===== src/rtl/sbp_lookup_injector.sv =====
// Head of the lookup pipeline: merges buffered lookups and unbuffered table updates
// onto the first stage's inputs, and tracks when each injected lookup leaves the tail.
module sbp_lookup_injector #(
    parameter int STAGE_ID_BITS = 6,
    parameter int LOCATION_BITS = 11,
    parameter int RESULT_BITS   = 24,
    parameter int FIFO_DEPTH    = 4,
    parameter int MAX_UPD_BURST = 4,
    parameter int PIPE_LATENCY  = 24,
    parameter int ROOT_STAGE_ID = 1,
    parameter int ROOT_LOCATION = 0
) (
    input  logic                               clk,
    input  logic                               rst,
    input  logic                               lkp_valid_i,
    output logic                               lkp_ready_o,
    input  logic [31:0]                        lkp_ip_addr_i,
    input  logic                               upd_valid_i,
    output logic                               upd_ready_o,
    input  logic [31:0]                        upd_prefix_i,
    input  logic [5:0]                         upd_len_i,
    input  logic [STAGE_ID_BITS-1:0]           upd_stage_id_i,
    input  logic [LOCATION_BITS-1:0]           upd_location_i,
    input  logic [RESULT_BITS-1:0]             upd_result_i,
    output logic                               update_o,
    output logic [31:0]                        ip_addr_o,
    output logic [5:0]                         bit_pos_o,
    output logic [STAGE_ID_BITS-1:0]           stage_id_o,
    output logic [LOCATION_BITS-1:0]           location_o,
    output logic [RESULT_BITS-1:0]             result_o,
    output logic                               tail_valid_o,
    output logic [$clog2(PIPE_LATENCY+1)-1:0]  in_flight_o
);

    localparam int PTR_W = $clog2(FIFO_DEPTH);
    localparam int CNT_W = $clog2(FIFO_DEPTH + 1);
    localparam int BST_W = $clog2(MAX_UPD_BURST + 1);
    localparam int IF_W  = $clog2(PIPE_LATENCY + 1);

    localparam logic [CNT_W-1:0] DEPTH_C = CNT_W'(FIFO_DEPTH);
    localparam logic [BST_W-1:0] BURST_C = BST_W'(MAX_UPD_BURST);

    logic [31:0]             fifo_mem [FIFO_DEPTH];
    logic [PTR_W-1:0]        wr_ptr;
    logic [PTR_W-1:0]        rd_ptr;
    logic [CNT_W-1:0]        fifo_cnt;
    logic [CNT_W-1:0]        cnt_next;
    logic [BST_W-1:0]        burst_cnt;
    logic [PIPE_LATENCY-1:0] delay_line;
    logic                    fifo_empty;
    logic                    do_upd;
    logic                    do_lkp;
    logic                    push;

    // Handshakes: a transfer happens on a rising edge where valid and ready are both
    // high; ready never depends on valid, and valid must hold its payload until taken.
    assign fifo_empty   = (fifo_cnt == '0);
    assign upd_ready_o  = fifo_empty || (burst_cnt < BURST_C);
    assign do_upd       = upd_valid_i && upd_ready_o;
    assign do_lkp       = !do_upd && !fifo_empty;
    assign push         = lkp_valid_i && lkp_ready_o;
    assign tail_valid_o = delay_line[PIPE_LATENCY-1];

    always_comb begin
        cnt_next = fifo_cnt;
        case ({push, do_lkp})
            2'b10:   cnt_next = fifo_cnt + CNT_W'(1);
            2'b01:   cnt_next = fifo_cnt - CNT_W'(1);
            default: cnt_next = fifo_cnt;
        endcase
    end

    // Storage needs no reset: an entry is only read after it has been written.
    always_ff @(posedge clk) begin
        if (push) begin
            fifo_mem[wr_ptr] <= lkp_ip_addr_i;
        end
    end

    always_ff @(posedge clk or posedge rst) begin
        if (rst) begin
            wr_ptr      <= '0;
            rd_ptr      <= '0;
            fifo_cnt    <= '0;
            lkp_ready_o <= 1'b1;
            burst_cnt   <= '0;
            update_o    <= 1'b0;
            ip_addr_o   <= '0;
            bit_pos_o   <= '0;
            stage_id_o  <= '0;
            location_o  <= '0;
            result_o    <= '0;
            delay_line  <= '0;
            in_flight_o <= '0;
        end else begin
            if (push) begin
                wr_ptr <= wr_ptr + PTR_W'(1);
            end
            if (do_lkp) begin
                rd_ptr <= rd_ptr + PTR_W'(1);
            end
            fifo_cnt    <= cnt_next;
            lkp_ready_o <= (cnt_next != DEPTH_C);

            if (do_upd) begin
                if (burst_cnt < BURST_C) begin
                    burst_cnt <= burst_cnt + BST_W'(1);
                end
            end else begin
                burst_cnt <= '0;
            end

            if (do_upd) begin
                update_o   <= 1'b1;
                ip_addr_o  <= upd_prefix_i;
                bit_pos_o  <= upd_len_i;
                stage_id_o <= upd_stage_id_i;
                location_o <= upd_location_i;
                result_o   <= upd_result_i;
            end else if (do_lkp) begin
                update_o   <= 1'b0;
                ip_addr_o  <= fifo_mem[rd_ptr];
                bit_pos_o  <= '0;
                stage_id_o <= STAGE_ID_BITS'(ROOT_STAGE_ID);
                location_o <= LOCATION_BITS'(ROOT_LOCATION);
                result_o   <= '0;
            end else begin
                // Stage id 0 is never a real stage, so no stage acts on a bubble.
                update_o   <= 1'b0;
                ip_addr_o  <= '0;
                bit_pos_o  <= '0;
                stage_id_o <= '0;
                location_o <= '0;
                result_o   <= '0;
            end

            delay_line <= {delay_line[PIPE_LATENCY-2:0], do_lkp};
            case ({do_lkp, tail_valid_o})
                2'b10:   in_flight_o <= in_flight_o + IF_W'(1);
                2'b01:   in_flight_o <= in_flight_o - IF_W'(1);
                default: in_flight_o <= in_flight_o;
            endcase
        end
    end

endmodule


===== config.mk =====
export PLATFORM = sky130hd
export DESIGN_NAME = sbp_lookup_injector
export DESIGN_NICKNAME = d
export VERILOG_FILES = /design/src/rtl/sbp_lookup_injector.sv
export SDC_FILE = /design/constraint.sdc
export NUM_CORES = 1
export LEC_CHECK = 0
export CORE_ASPECT_RATIO = 0.7
export CORE_UTILIZATION = 50
export DETAILED_ROUTE_END_ITERATION = 16
export GPL_ROUTABILITY_DRIVEN = 0
export PLACE_DENSITY = 0.8
export SLEW_MARGIN = 0
export SYNTH_ARGS = -nofsm -noshare
export SYNTH_HDL_FRONTEND = slang
export SYNTH_SLANG_ARGS = --single-unit

===== constraint.sdc =====
create_clock -name clk -period 4.69 [get_ports clk]
set_input_delay 0.469 -clock clk [delete_from_list [all_inputs] [get_ports clk]]
set_output_delay 0.469 -clock clk [all_outputs]
set_load 0.03 [all_outputs]

[Word level (Yosys, flattened, before mapping)]
Memories as Yosys holds them, arrays and structs flattened.
Cells that the tools add are included.
Storage, ports and cells
  register bits after elaboration: 120
  memory bits (writable): 128
  bits of input ports: 115
  output and inout bits: 88
  word-level logic and storage cells: 50
  memories kept: 1
Memory list
  fifo_mem: depth 4, bits a word 32, read ports 1, clocked after Yosys merged registers in 0, write ports 1, RTL line 43  | logic [31:0] fifo_mem [FIFO_DEPTH];
Operators by class
  add/subtract/negate cells: 7
  $lt $le $gt $ge: 1
  equality and inequality tests: 6
  muxes and demuxes: 14
  reductions and logical operators: 8
Operators by type and width (count)
  32-bit two-way mux: 2
  24-bit two-way mux: 1
  6-bit two-way mux: 2
  11-bit two-way mux: 1
  5-bit one-hot mux with 2 select lines: 1
  3-bit by 1-bit adder with 3-bit output (second input constant): 2
  3-bit two-way mux: 2
  3-bit one-hot mux with 2 select lines: 1
  5-bit by 1-bit adder with 5-bit output (second input constant): 1
  5-bit by 1-bit subtractor with 5-bit output (second input constant): 1
  2-bit by 1-bit adder with 2-bit output (second input constant): 2
  2-bit by 1-bit equality test with 1-bit output (second input constant): 2
  2-bit equality test (second input constant): 2
  1-bit two-way mux: 4
  1-bit logical AND: 3
  3-bit logical NOT: 1
  3-bit less-than comparator (second input constant): 1
  3-bit != test (second input constant): 1
  3-bit by 1-bit subtractor with 3-bit output (second input constant): 1
  1-bit logical NOT: 2
  2-bit by 1-bit != test with 1-bit output (second input constant): 1
  2-bit nonzero test: 1
  1-bit logical OR: 1

[Longest topological paths before layout]
Gate-level depths: netlist of run 1.
  depth after elaboration: 8
  mapped depth: 12
  mapped depth without buffers: 10

[Worst setup path after synthesis of run 1]
Ideal clock, no wire load.
  kind: register -> register
  from: register burst_cnt[2]
  to: register in_flight_o[4]
  setup time: 0.080 ns
  arrival: 2.400 ns
  required time: 4.610 ns
  path slack: 2.210 ns
  cell stages (with the launch flop): 13
  buffers on the path: 2
  period minus slack after synthesis: 2.480 ns
  cells stage by stage: dfrtp_1 inv_2 a21oi_2 buf_4 inv_1 ha_1 clkbuf_1 xor2_1 ha_1 nor2b_1 a31oi_1 o32ai_1 xor2_1
On the way
  word-level cells in the longest chain between the ends: 7
  elaborated cells on any way between the ends: 9
  classes of those cells: order compare: 1; eq/ne: 2; mux: 1; reduce/logical: 5
Ends and longest elaborated chain
  from (decl): RTL line 48  | logic [BST_W-1:0] burst_cnt;
  from (signal assigned): RTL line 107  | burst_cnt <= burst_cnt + BST_W'(1);
  3-bit less-than comparator *: RTL line 58  | assign upd_ready_o = fifo_empty || (burst_cnt < BURST_C);
  1-bit logical OR *: RTL line 58
  1-bit logical AND *: RTL line 59  | assign do_upd = upd_valid_i && upd_ready_o;
  1-bit logical NOT *: RTL line 60  | assign do_lkp = !do_upd && !fifo_empty;
  1-bit logical AND *: RTL line 60
  net do_lkp: RTL line 52  | logic do_lkp;
  2-bit by 1-bit equality test with 1-bit output / 2-bit equality test (equally long branches): RTL line 138  | case ({do_lkp, tail_valid_o})
  5-bit one-hot mux with 2 select lines / 2-bit nonzero test (equally long branches)
  to (signal assigned): RTL line 139  | 2'b10: in_flight_o <= in_flight_o + IF_W'(1);
  to (signal assigned): RTL line 140  | 2'b01: in_flight_o <= in_flight_o - IF_W'(1);
  to (signal assigned): RTL line 141  | default: in_flight_o <= in_flight_o;
  to (decl): RTL line 32  | output logic [$clog2(PIPE_LATENCY+1)-1:0] in_flight_o
The timed path passes the listed nets; every way through them passes the cells marked *.
A chain may end at the register's enable or synchronous reset.

[Worst setup path in the final report of run 1]
  from: register fifo_cnt[0]
  to: output upd_ready_o
On the way
  word-level cells in the longest chain between the ends: 2
Ends and longest elaborated chain
  from (decl): RTL line 46  | logic [CNT_W-1:0] fifo_cnt;
  from (signal assigned): RTL line 102  | fifo_cnt <= cnt_next;
  3-bit logical NOT: RTL line 57  | assign fifo_empty = (fifo_cnt == '0);
  1-bit logical OR: RTL line 58
  to (decl): RTL line 19  | output logic upd_ready_o,
No other way between the ends.

==> run metrics, run 1 <==
CP Launch Point=fifo_cnt[0]; initial core utilization=51.3%; run status=finished, final reports clean; Synth Register Bits=248; Multi-input gate area=1800 um2; Post-DP HPWL=11.2 mm; syn avg cell area=19.5 um2; htree depth=1; Slew headroom=38.5%; Syn Nets=578; delay-heaviest family, CP=simple AND/OR/NAND/NOR gates; # port buffers=202; CTS Hold Buffers Added=0; crit end category=primary output; setup tns final=0 ps; crit path time final=2980 ps; 1st-pass router iterations=4; Yosys warnings=0; Synth cell types=38; leakage=4.66 nW; Final setup violation count=0; I/O Pins=203; ratio of cells with drive above 1 in the final layout=12.2%; initial drt markers=355; slowest cell on the critical path=clkdlybuf4s50_1; Final Cycle Share=63.5%; CP Class=flip-flop to primary output; Finished Layout Cells=909; drt total wl=17.9 mm; max cap viols=0; unrepaired setup endpoints after global routing=false; post-CTS setup buffers=0; crit path cell chain=nor3_2, nand2b_4, clkdlybuf4s50_1; Post-Synthesis Cells=453; Longest Clk Path Bufs=3; Peak Freq=336 MHz; Nets=785; critical path peak fanout=49; DRT antenna net count=0; row count=40; Die Width=161 um; Layout area overhead=33.5%; drt via density=5.27; worst min path class=flip-flop to flip-flop; crit path launch type=flip-flop; Worst EP arrival=2510 ps; register area share after synthesis=77.5%; DRC errors left=0; final setup margin=1710 ps; Die Span Y=113 um; vias after detailed routing=4791; Pwr Density=577 nW/um2; CP peak stage delay=750 ps; grt ovf=0; post_cts resized=0; CTS tree=yes; Reg area=6850 um2; placed insts=865; Worst Path Buf+Inv=1; worst r2r src=burst_cnt[2]; maximum VDD drop=0.301 mV; Filler cells=1159; CTS Root Buffer Type=clkbuf_16; first-pass GRT wire length=28.1 mm; Final Hold Viols=0; Ant. Diodes=0; CTS Buf Count=24; max-slew violation count=0; pre-CTS setup slack=1600 ps; total core area=17200 um2; Mapped Area=8830 um2; hold_sp=delay_line[18]; clock latency on the worst-skew pair=500 ps; pin count of the biggest net entering global routing=70; Slew @ Worst Pin=923 ps; clk sinks=248; CTS clk-pin slew, worst paths=60 ps; required time worst endpoint=4220 ps; vias in the first global route=5165; worst clock skew=7.02 ps; initial antenna violation count=0; Overall Global Routing Usage=20.4%; area of the die=18200 um2; DR WL/cell=19.7 um
-- metrics by stage --
| stage | cell area, um2 | power, W | hold slack (ps) | utilization [%] |
|---|---|---|---|---|
| 2_1_floorplan | 8830 | 0.00430 | 331 | - |
| 3_3_place_gp | 11000 | 0.00492 | 336 | 64.0 |
| 3_5_place_dp | 11000 | 0.00501 | 336 | 64.0 |
| 4_1_cts | 11800 | 0.00687 | 351 | 68.5 |
| 5_1_grt | 11800 | 0.00710 | 355 | 68.5 |
| 6_report | 11800 | 0.00680 | 349 | 68.5 |
-- cells by family after synthesis --
family          after synthesis  share of synthesized area (%)
compound gates               43                           4.02
xor+xnor                     13                           1.29
buf+inv                      34                           2.28
flops                       248                           77.5
mux                          35                           8.53
fa+ha+maj                    10                           1.50
simple gates                 70                           4.83
-- Yosys cell counts --
| library cell | n | area, um2 |
|---|---|---|
| a211o_1 | 1 | 8.76 |
| a21boi_0 | 1 | 7.51 |
| a21o_1 | 1 | 7.51 |
| a21oi_1 | 3 | 15.0 |
| a21oi_2 | 1 | 8.76 |
| a22o_1 | 32 | 280 |
| a31oi_1 | 1 | 6.26 |
| and2_1 | 1 | 6.26 |
| and3_1 | 51 | 319 |
| buf_2 | 6 | 30.0 |
| buf_4 | 1 | 7.51 |
| buf_6 | 8 | 90.1 |
| clkbuf_1 | 9 | 33.8 |
| clkbuf_2 | 2 | 10.0 |
| dfrtp_1 | 119 | 2980 |
| dfstp_2 | 1 | 26.3 |
| edfxtp_1 | 128 | 3840 |
| fa_1 | 1 | 20.0 |
| ha_1 | 9 | 113 |
| inv_1 | 7 | 26.3 |
| inv_2 | 1 | 3.75 |
| mux2_2 | 2 | 22.5 |
| mux2i_1 | 1 | 10.0 |
| mux4_2 | 32 | 721 |
| nand2_1 | 5 | 18.8 |
| nand2b_4 | 1 | 13.8 |
| nand3_1 | 2 | 10.0 |
| nor2_1 | 3 | 11.3 |
| nor2b_1 | 3 | 18.8 |
| nor3_1 | 1 | 5.00 |
| nor3_2 | 1 | 10.0 |
| nor3b_1 | 1 | 7.51 |
| o21a_1 | 1 | 7.51 |
| o21ai_0 | 1 | 5.00 |
| o32ai_1 | 1 | 8.76 |
| or3_1 | 1 | 6.26 |
| xnor2_1 | 5 | 43.8 |
| xor2_1 | 8 | 70.1 |
-- path summary, 6_finish.rpt --
path	slack [ps]	cells after the start	endpoint
max in group asynchronous	3210	3	result_o[22]
setup / recovery	1710	3	upd_ready_o
hold reg to reg	350	0	delay_line[19]
min in group asynchronous	510	2	result_o[9]
setup reg to reg	2190	10	lkp_ready_o
hold / removal	350	0	delay_line[19]
-- cell type report --
cell class / instances / share of cell area (%)
inverter: 8 / 0.276
multi-input combinational: 171 / 15.2
clock buffer: 34 / 5.68
sequential: 248 / 58.1
timing repair buffer: 207 / 17.5
tap: 231 / 2.45
clock inverter: 10 / 0.796
-- sequential cells by signal (all words and copies together), names as in the netlist --
signal	count
update_o	1
fifo_mem	128
in_flight_o	5
stage_id_o	6
rd_ptr	2
lkp_ready_o	1
location_o	11
ip_addr_o	32
bit_pos_o	6
result_o	24
fifo_cnt	3
wr_ptr	2
burst_cnt	3
delay_line	24
-- where the power goes --
part / total, W / switching [W] / internal (W)
logic: 0.00187 / 0.000969 / 0.000903
registers: 0.00308 / 0.000278 / 0.00280
clock network: 0.00185 / 0.000750 / 0.00110
total: 0.00680 / 0.00200 / 0.00480
-- metal layers --
metal | wire, um | GRT usage [%]
met1 | 7710 | 27.8
met2 | 8870 | 33.9
met3 | 1090 | 4.51
met4 | 277 | 4.65
met5 | 0 | 0
-- layout by cell type, fill, tap and decap left out, drive strengths merged --
cell / instances
nor2: 3
a31oi: 1
clkbuf: 34
a21o: 1
clkdlybuf4s50: 202
and3: 51
bufinv: 2
nand2: 5
mux2: 2
fa: 1
o21a: 1
mux4: 32
o21ai: 1
a21oi: 4
dfrtp: 119
and2: 1
xnor2: 5
nor3b: 1
nand3: 2
dfstp: 1
edfxtp: 128
xor2: 8
mux2i: 1
ha: 9
o32ai: 1
inv: 8
buf: 5
or3: 1
nor3: 2
clkinv: 8
a21boi: 1
a22o: 32
nand2b: 1
nor2b: 3
a211o: 1
-- worst register-to-register path: stages, from the launching register on --
cell and delay, ps:
dfrtp_1 480, inv_2 90, a21oi_4 160, buf_4 440
ha_1 270, inv_1 60, fa_1 380, xor2_1 150
nor2_1 110, xor2_1 220, nand2_1 70
No activity file was read; power rests on OpenSTA's default activity.
==> inputs of run 2 (changes only) <==
==> constraint.sdc (replaced) <==
create_clock -name clk -period 3.1 [get_ports clk]
set_input_delay 0.31 -clock clk [delete_from_list [all_inputs] [get_ports clk]]
set_output_delay 0.31 -clock clk [all_outputs]
set_load 0.03 [all_outputs]
==> run 2 against run 1 <==
  * Register-to-register slack got worse by 1600 ps
  * Non-clock buffer count rose by 1
  * Sequential power rose by 51%
  * Cell area rose by 0.39%
  * Utilization rose by 0.27 points
  * Wire length rose by 1.8%
  * Clock power rose by 53%
  * Combinational power rose by 55%
  * Critical path depth did not move
  * Worst hold slack got worse by 7.5 ps
  * Critical endpoint unchanged
  * Largest cell class unchanged
==> run metrics, run 2 (synthesis gave the netlist of run 1 again) <==
pin count of the biggest net entering global routing=63; area of the die=18200 um2; max cap viols=0; drt via density=5.21; clock network power share=27.3%; Peak Freq=360 MHz; CTS tree=yes; grt ovf=0; setup tns final=0 ps; Final setup violation count=0; drt total wl=18.3 mm; Post-DP HPWL=11.7 mm; DR WL/cell=20.1 um; required time worst endpoint=2790 ps; ratio of cells with drive above 1 in the final layout=13.0%; switching part of the total=29.6%; Nets=786; Final Cycle Share=89.6%; DRC errors left=0; DRT antenna net count=0; crit path launch type=flip-flop; Ant. Diodes=0; initial drt markers=307; biggest regs=fifo_mem: 128 flops, ip_addr_o: 32 flops; htree depth=1; crit path time final=2780 ps; Net Sw Power=0.00307 W; total core area=17200 um2; critical path peak fanout=49; Gate power share=27.9%; fin util=68.8%; largest reg by FF count=fifo_mem; commonest cells after routing, fill and taps aside=202 x clkdlybuf4s50_1, 128 x edfxtp_1, 117 x dfrtp_1, 47 x and3_1; first-pass GRT wire length=28.2 mm; worst clock skew=6.26 ps; CP Class=flip-flop to primary output; Die Width=161 um; Final Hold Viols=0; unrepaired setup endpoints after global routing=false; I/O Pins=203; # port buffers=202; leakage=4.68 nW; Pwr Density=875 nW/um2; sequential power share=44.8%; CTS Hold Buffers Added=0; Layout area overhead=34.0%; CTS Buf Count=24; commonest non-fill, non-tap cell in the layout=clkdlybuf4s50_1; crit end category=primary output; r2r setup slk=610 ps; post-CTS setup buffers=0; clk sinks=248; internal power=0.00729 W; Longest Clk Path Bufs=3; Slew headroom=38.2%; 1st-pass router iterations=4; post_cts resized=0; worst min path class=flip-flop to flip-flop; max-slew violation count=0; Pwr Total=0.0104 W; run status=finished, final reports clean; CTS Root Buffer Type=clkbuf_16; Largest register FFs=128; initial antenna violation count=0; Overall Global Routing Usage=20.4%; clock latency on the worst-skew pair=500 ps; Worst EP arrival=2470 ps; vias after detailed routing=4743; maximum VDD drop=0.498 mV; Slew @ Worst Pin=925 ps; vias in the first global route=5055; initial core utilization=51.3%; Die Span Y=113 um; row count=40; CTS clk-pin slew, worst paths=60 ps
## run 2: changes by cell type in the layout (fill, tap and decap cells not counted), sizes merged
cell,delta
buf,+1
bufinv,-1
clkinvlp,+1
## run 2: power groups by stage
stage	combinational, W	sequential (W)	clock (W)
2_1_floorplan	0.00149	0.00502	0
3_3_place_gp	0.00282	0.00465	0
3_5_place_dp	0.00292	0.00471	0
4_1_cts	0.00295	0.00465	0.00289
5_1_grt	0.00309	0.00471	0.00301
6_report	0.00289	0.00464	0.00283
## run 2: worst paths after layout
path	start	to	cells after the start
min in group asynchronous	rst	result_o[16]	2
worst max-delay path	fifo_cnt[0]	upd_ready_o	3
worst max register to register	fifo_cnt[0]	in_flight_o[4]	10
max in group asynchronous	rst	rd_ptr[0]	3
worst min register to register	delay_line[17]	delay_line[18]	0
worst min-delay path	delay_line[17]	delay_line[18]	0
## run 2: final cells by class
| class | instances | area [um2] |
|---|---|---|
| tap | 231 | 289 |
| inverter | 8 | 33.8 |
| multi-input combinational | 171 | 1800 |
| timing repair buffer | 208 | 2090 |
| fill | 1144 | 5380 |
| clock buffer | 34 | 701 |
| sequential | 248 | 6850 |
| clock inverter | 10 | 75.1 |
## run 2: worst max-delay path: stages (launching register included)
cell and delay (ps):
dfrtp_1 420, nor3_2 320, nand2b_4 470, clkdlybuf4s50_1 750
## run 2: per-stage QoR
step                      setup WS [ps]  instance area, um2  std cells  hold slack, ps
after floorplan                     620                8830        453             331
after global placement              592               11100        866             337
after detailed placement            437               11100        866             335
after CTS                           312               11800        910             343
after global routing                225               11800        910             347
final                               322               11800        910             342
## run 2: layer usage
metal  global-route usage [%]  wire, um  vias up
li1                         -         -     2138
met5                        0         0        -
met4                     4.40       303        0
met3                     3.37       777       31
met2                     34.9      9370      112
met1                     27.9      7810     2462
==> inputs of run 3 (changes only) <==
--- a/config.mk
+++ b/config.mk
@@ -10,6 +10,7 @@
 export DETAILED_ROUTE_END_ITERATION = 16
 export GPL_ROUTABILITY_DRIVEN = 0
 export PLACE_DENSITY = 0.8
+export RECOVER_POWER = 100
 export SLEW_MARGIN = 0
 export SYNTH_ARGS = -nofsm -noshare
 export SYNTH_HDL_FRONTEND = slang
==> run 3 against run 2 <==
  * The flow now finishes with violations (capacitance limit, slew limit)
  * Sequential power barely moved
  * Via count grew 0.44%
  * Wire length down 0.30%
  * Count of clock-buffer cells in the layout is the same
  * Global-route usage stayed put
  * Register-to-register slack worse by 180 ps
  * Clock skew about the same
  * Sequential share of layout area increased by 0.20 points
  * Cell area is 0.34% lower
  * Maximum frequency is 1.8% higher
  * Critical endpoint unchanged
==> run metrics, run 3 (synthesis gave the netlist of run 1 again) <==
run status=finished with violations; failing checks=capacitance limit, slew limit; ratio of cells with drive above 1 in the final layout=11.5%; DR WL/cell=20.0 um; initial core utilization=51.3%; initial antenna violation count=0; worst clock skew=6.37 ps; Layout area overhead=33.6%; CTS clk-pin slew, worst paths=60 ps; vias in the first global route=5055; clock latency on the worst-skew pair=500 ps; Peak Freq=366 MHz; Multi-input gate area=1780 um2; Final Hold Viols=0; post-CTS setup buffers=0; largest reg by FF count=fifo_mem; total core area=17200 um2; vias after detailed routing=4764; dpl cell area=11100 um2; Overall Global Routing Usage=20.4%; crit end category=primary output; Largest register FFs=128; critical path peak fanout=49; Nets=786; clk sinks=248; Final setup violation count=0; r2r setup slk=430 ps; Filler cells=1148; htree depth=1; crit path time final=2730 ps; Ant. Diodes=0; Final Cycle Share=88.0%; leakage=4.79 nW; unrepaired setup endpoints after global routing=false; row count=40; post_cts resized=0; DRC errors left=0; maximum VDD drop=0.485 mV; CTS Buf Count=24; Pwr Density=867 nW/um2; required time worst endpoint=2790 ps; biggest regs=fifo_mem: 128 flops, ip_addr_o: 32 flops; crit path launch type=flip-flop; Die Span Y=113 um; drt total wl=18.2 mm; CP Class=flip-flop to primary output; CTS tree=yes; 1st-pass router iterations=4; worst min path class=flip-flop to flip-flop; Worst EP arrival=2420 ps; DRT antenna net count=0; commonest cells after routing, fill and taps aside=128 x edfxtp_1, 121 x dlygate4sd3_1, 117 x dfrtp_1, 81 x clkdlybuf4s50_1, 51 x and3_1; max-slew violation count=176; Die Width=161 um; Slew headroom=-24.5%; max cap viols=5; CTS Hold Buffers Added=0; Final Cell Area=11800 um2; Post-DP HPWL=11.7 mm; Reg area=6850 um2; CTS Root Buffer Type=clkbuf_16; commonest non-fill, non-tap cell in the layout=edfxtp_1; setup tns final=0 ps; drt via density=5.24; first-pass GRT wire length=28.2 mm; hold slack=342 ps; # port buffers=202; Longest Clk Path Bufs=3; I/O Pins=203; Slew @ Worst Pin=1860 ps; initial drt markers=280; pin count of the biggest net entering global routing=63; grt ovf=0; area of the die=18200 um2
[run 3: cell count changes in the layout (fill, tap and decap cells not counted), sizes merged]
cell           previous run  this run
buf                       6         3
clkbuf                   34        37
dlygate4sd3               0       121
clkdlybuf4s50           202        81
[run 3: worst paths after layout]
path | start | to | depth (start not counted)
max reg2reg | fifo_cnt[0] | ip_addr_o[16] | 4
min reg2reg | delay_line[17] | delay_line[18] | 0
max in group asynchronous | rst | rd_ptr[0] | 3
min | delay_line[17] | delay_line[18] | 0
max | fifo_cnt[0] | upd_ready_o | 3
min in group asynchronous | rst | result_o[16] | 2
[run 3: final cells by class]
type / count / share of cell area, %
Tap cell: 231 / 2.45
Timing Repair Buffer: 208 / 17.6
Clock inverter: 10 / 0.636
Inverter: 8 / 0.265
Sequential cell: 248 / 58.1
Multi-Input combinational cell: 171 / 15.1
Clock buffer: 34 / 5.94
[run 3: through the flow]
| stage | util [%] | instances | total power [W] | worst slack [ps] |
|---|---|---|---|---|
| finish | 68.5 | 910 | 0.0102 | 371 |
| global route | 68.5 | 910 | 0.0107 | 180 |
| CTS | 68.8 | 910 | 0.0105 | 312 |
| detailed placement | 64.2 | 866 | 0.00763 | 437 |
| global placement | 64.2 | 866 | 0.00747 | 592 |
| floorplan | - | 453 | 0.00650 | 620 |
[run 3: per-layer routing]
metal	wire, um	global-route usage, %	up-vias
met3	824	3.37	29
met2	9370	34.9	114
li1	-	-	2140
met4	307	4.40	0
met1	7710	27.9	2481
met5	0	0	-
[run 3: worst max-delay path, cell delays in order, from the launching register on]
cell	delay, ps
dfrtp_1	420
nor3_2	250
nand2b_4	440
dlygate4sd3_1	800
[run 3: where the power goes]
part / switching, W / leakage [nW] / total, W / internal, W
clock: 0.00117 / 0.385 / 0.00283 / 0.00166
combinational: 0.00149 / 1.76 / 0.00277 / 0.00128
sequential: 0.000389 / 2.65 / 0.00463 / 0.00424
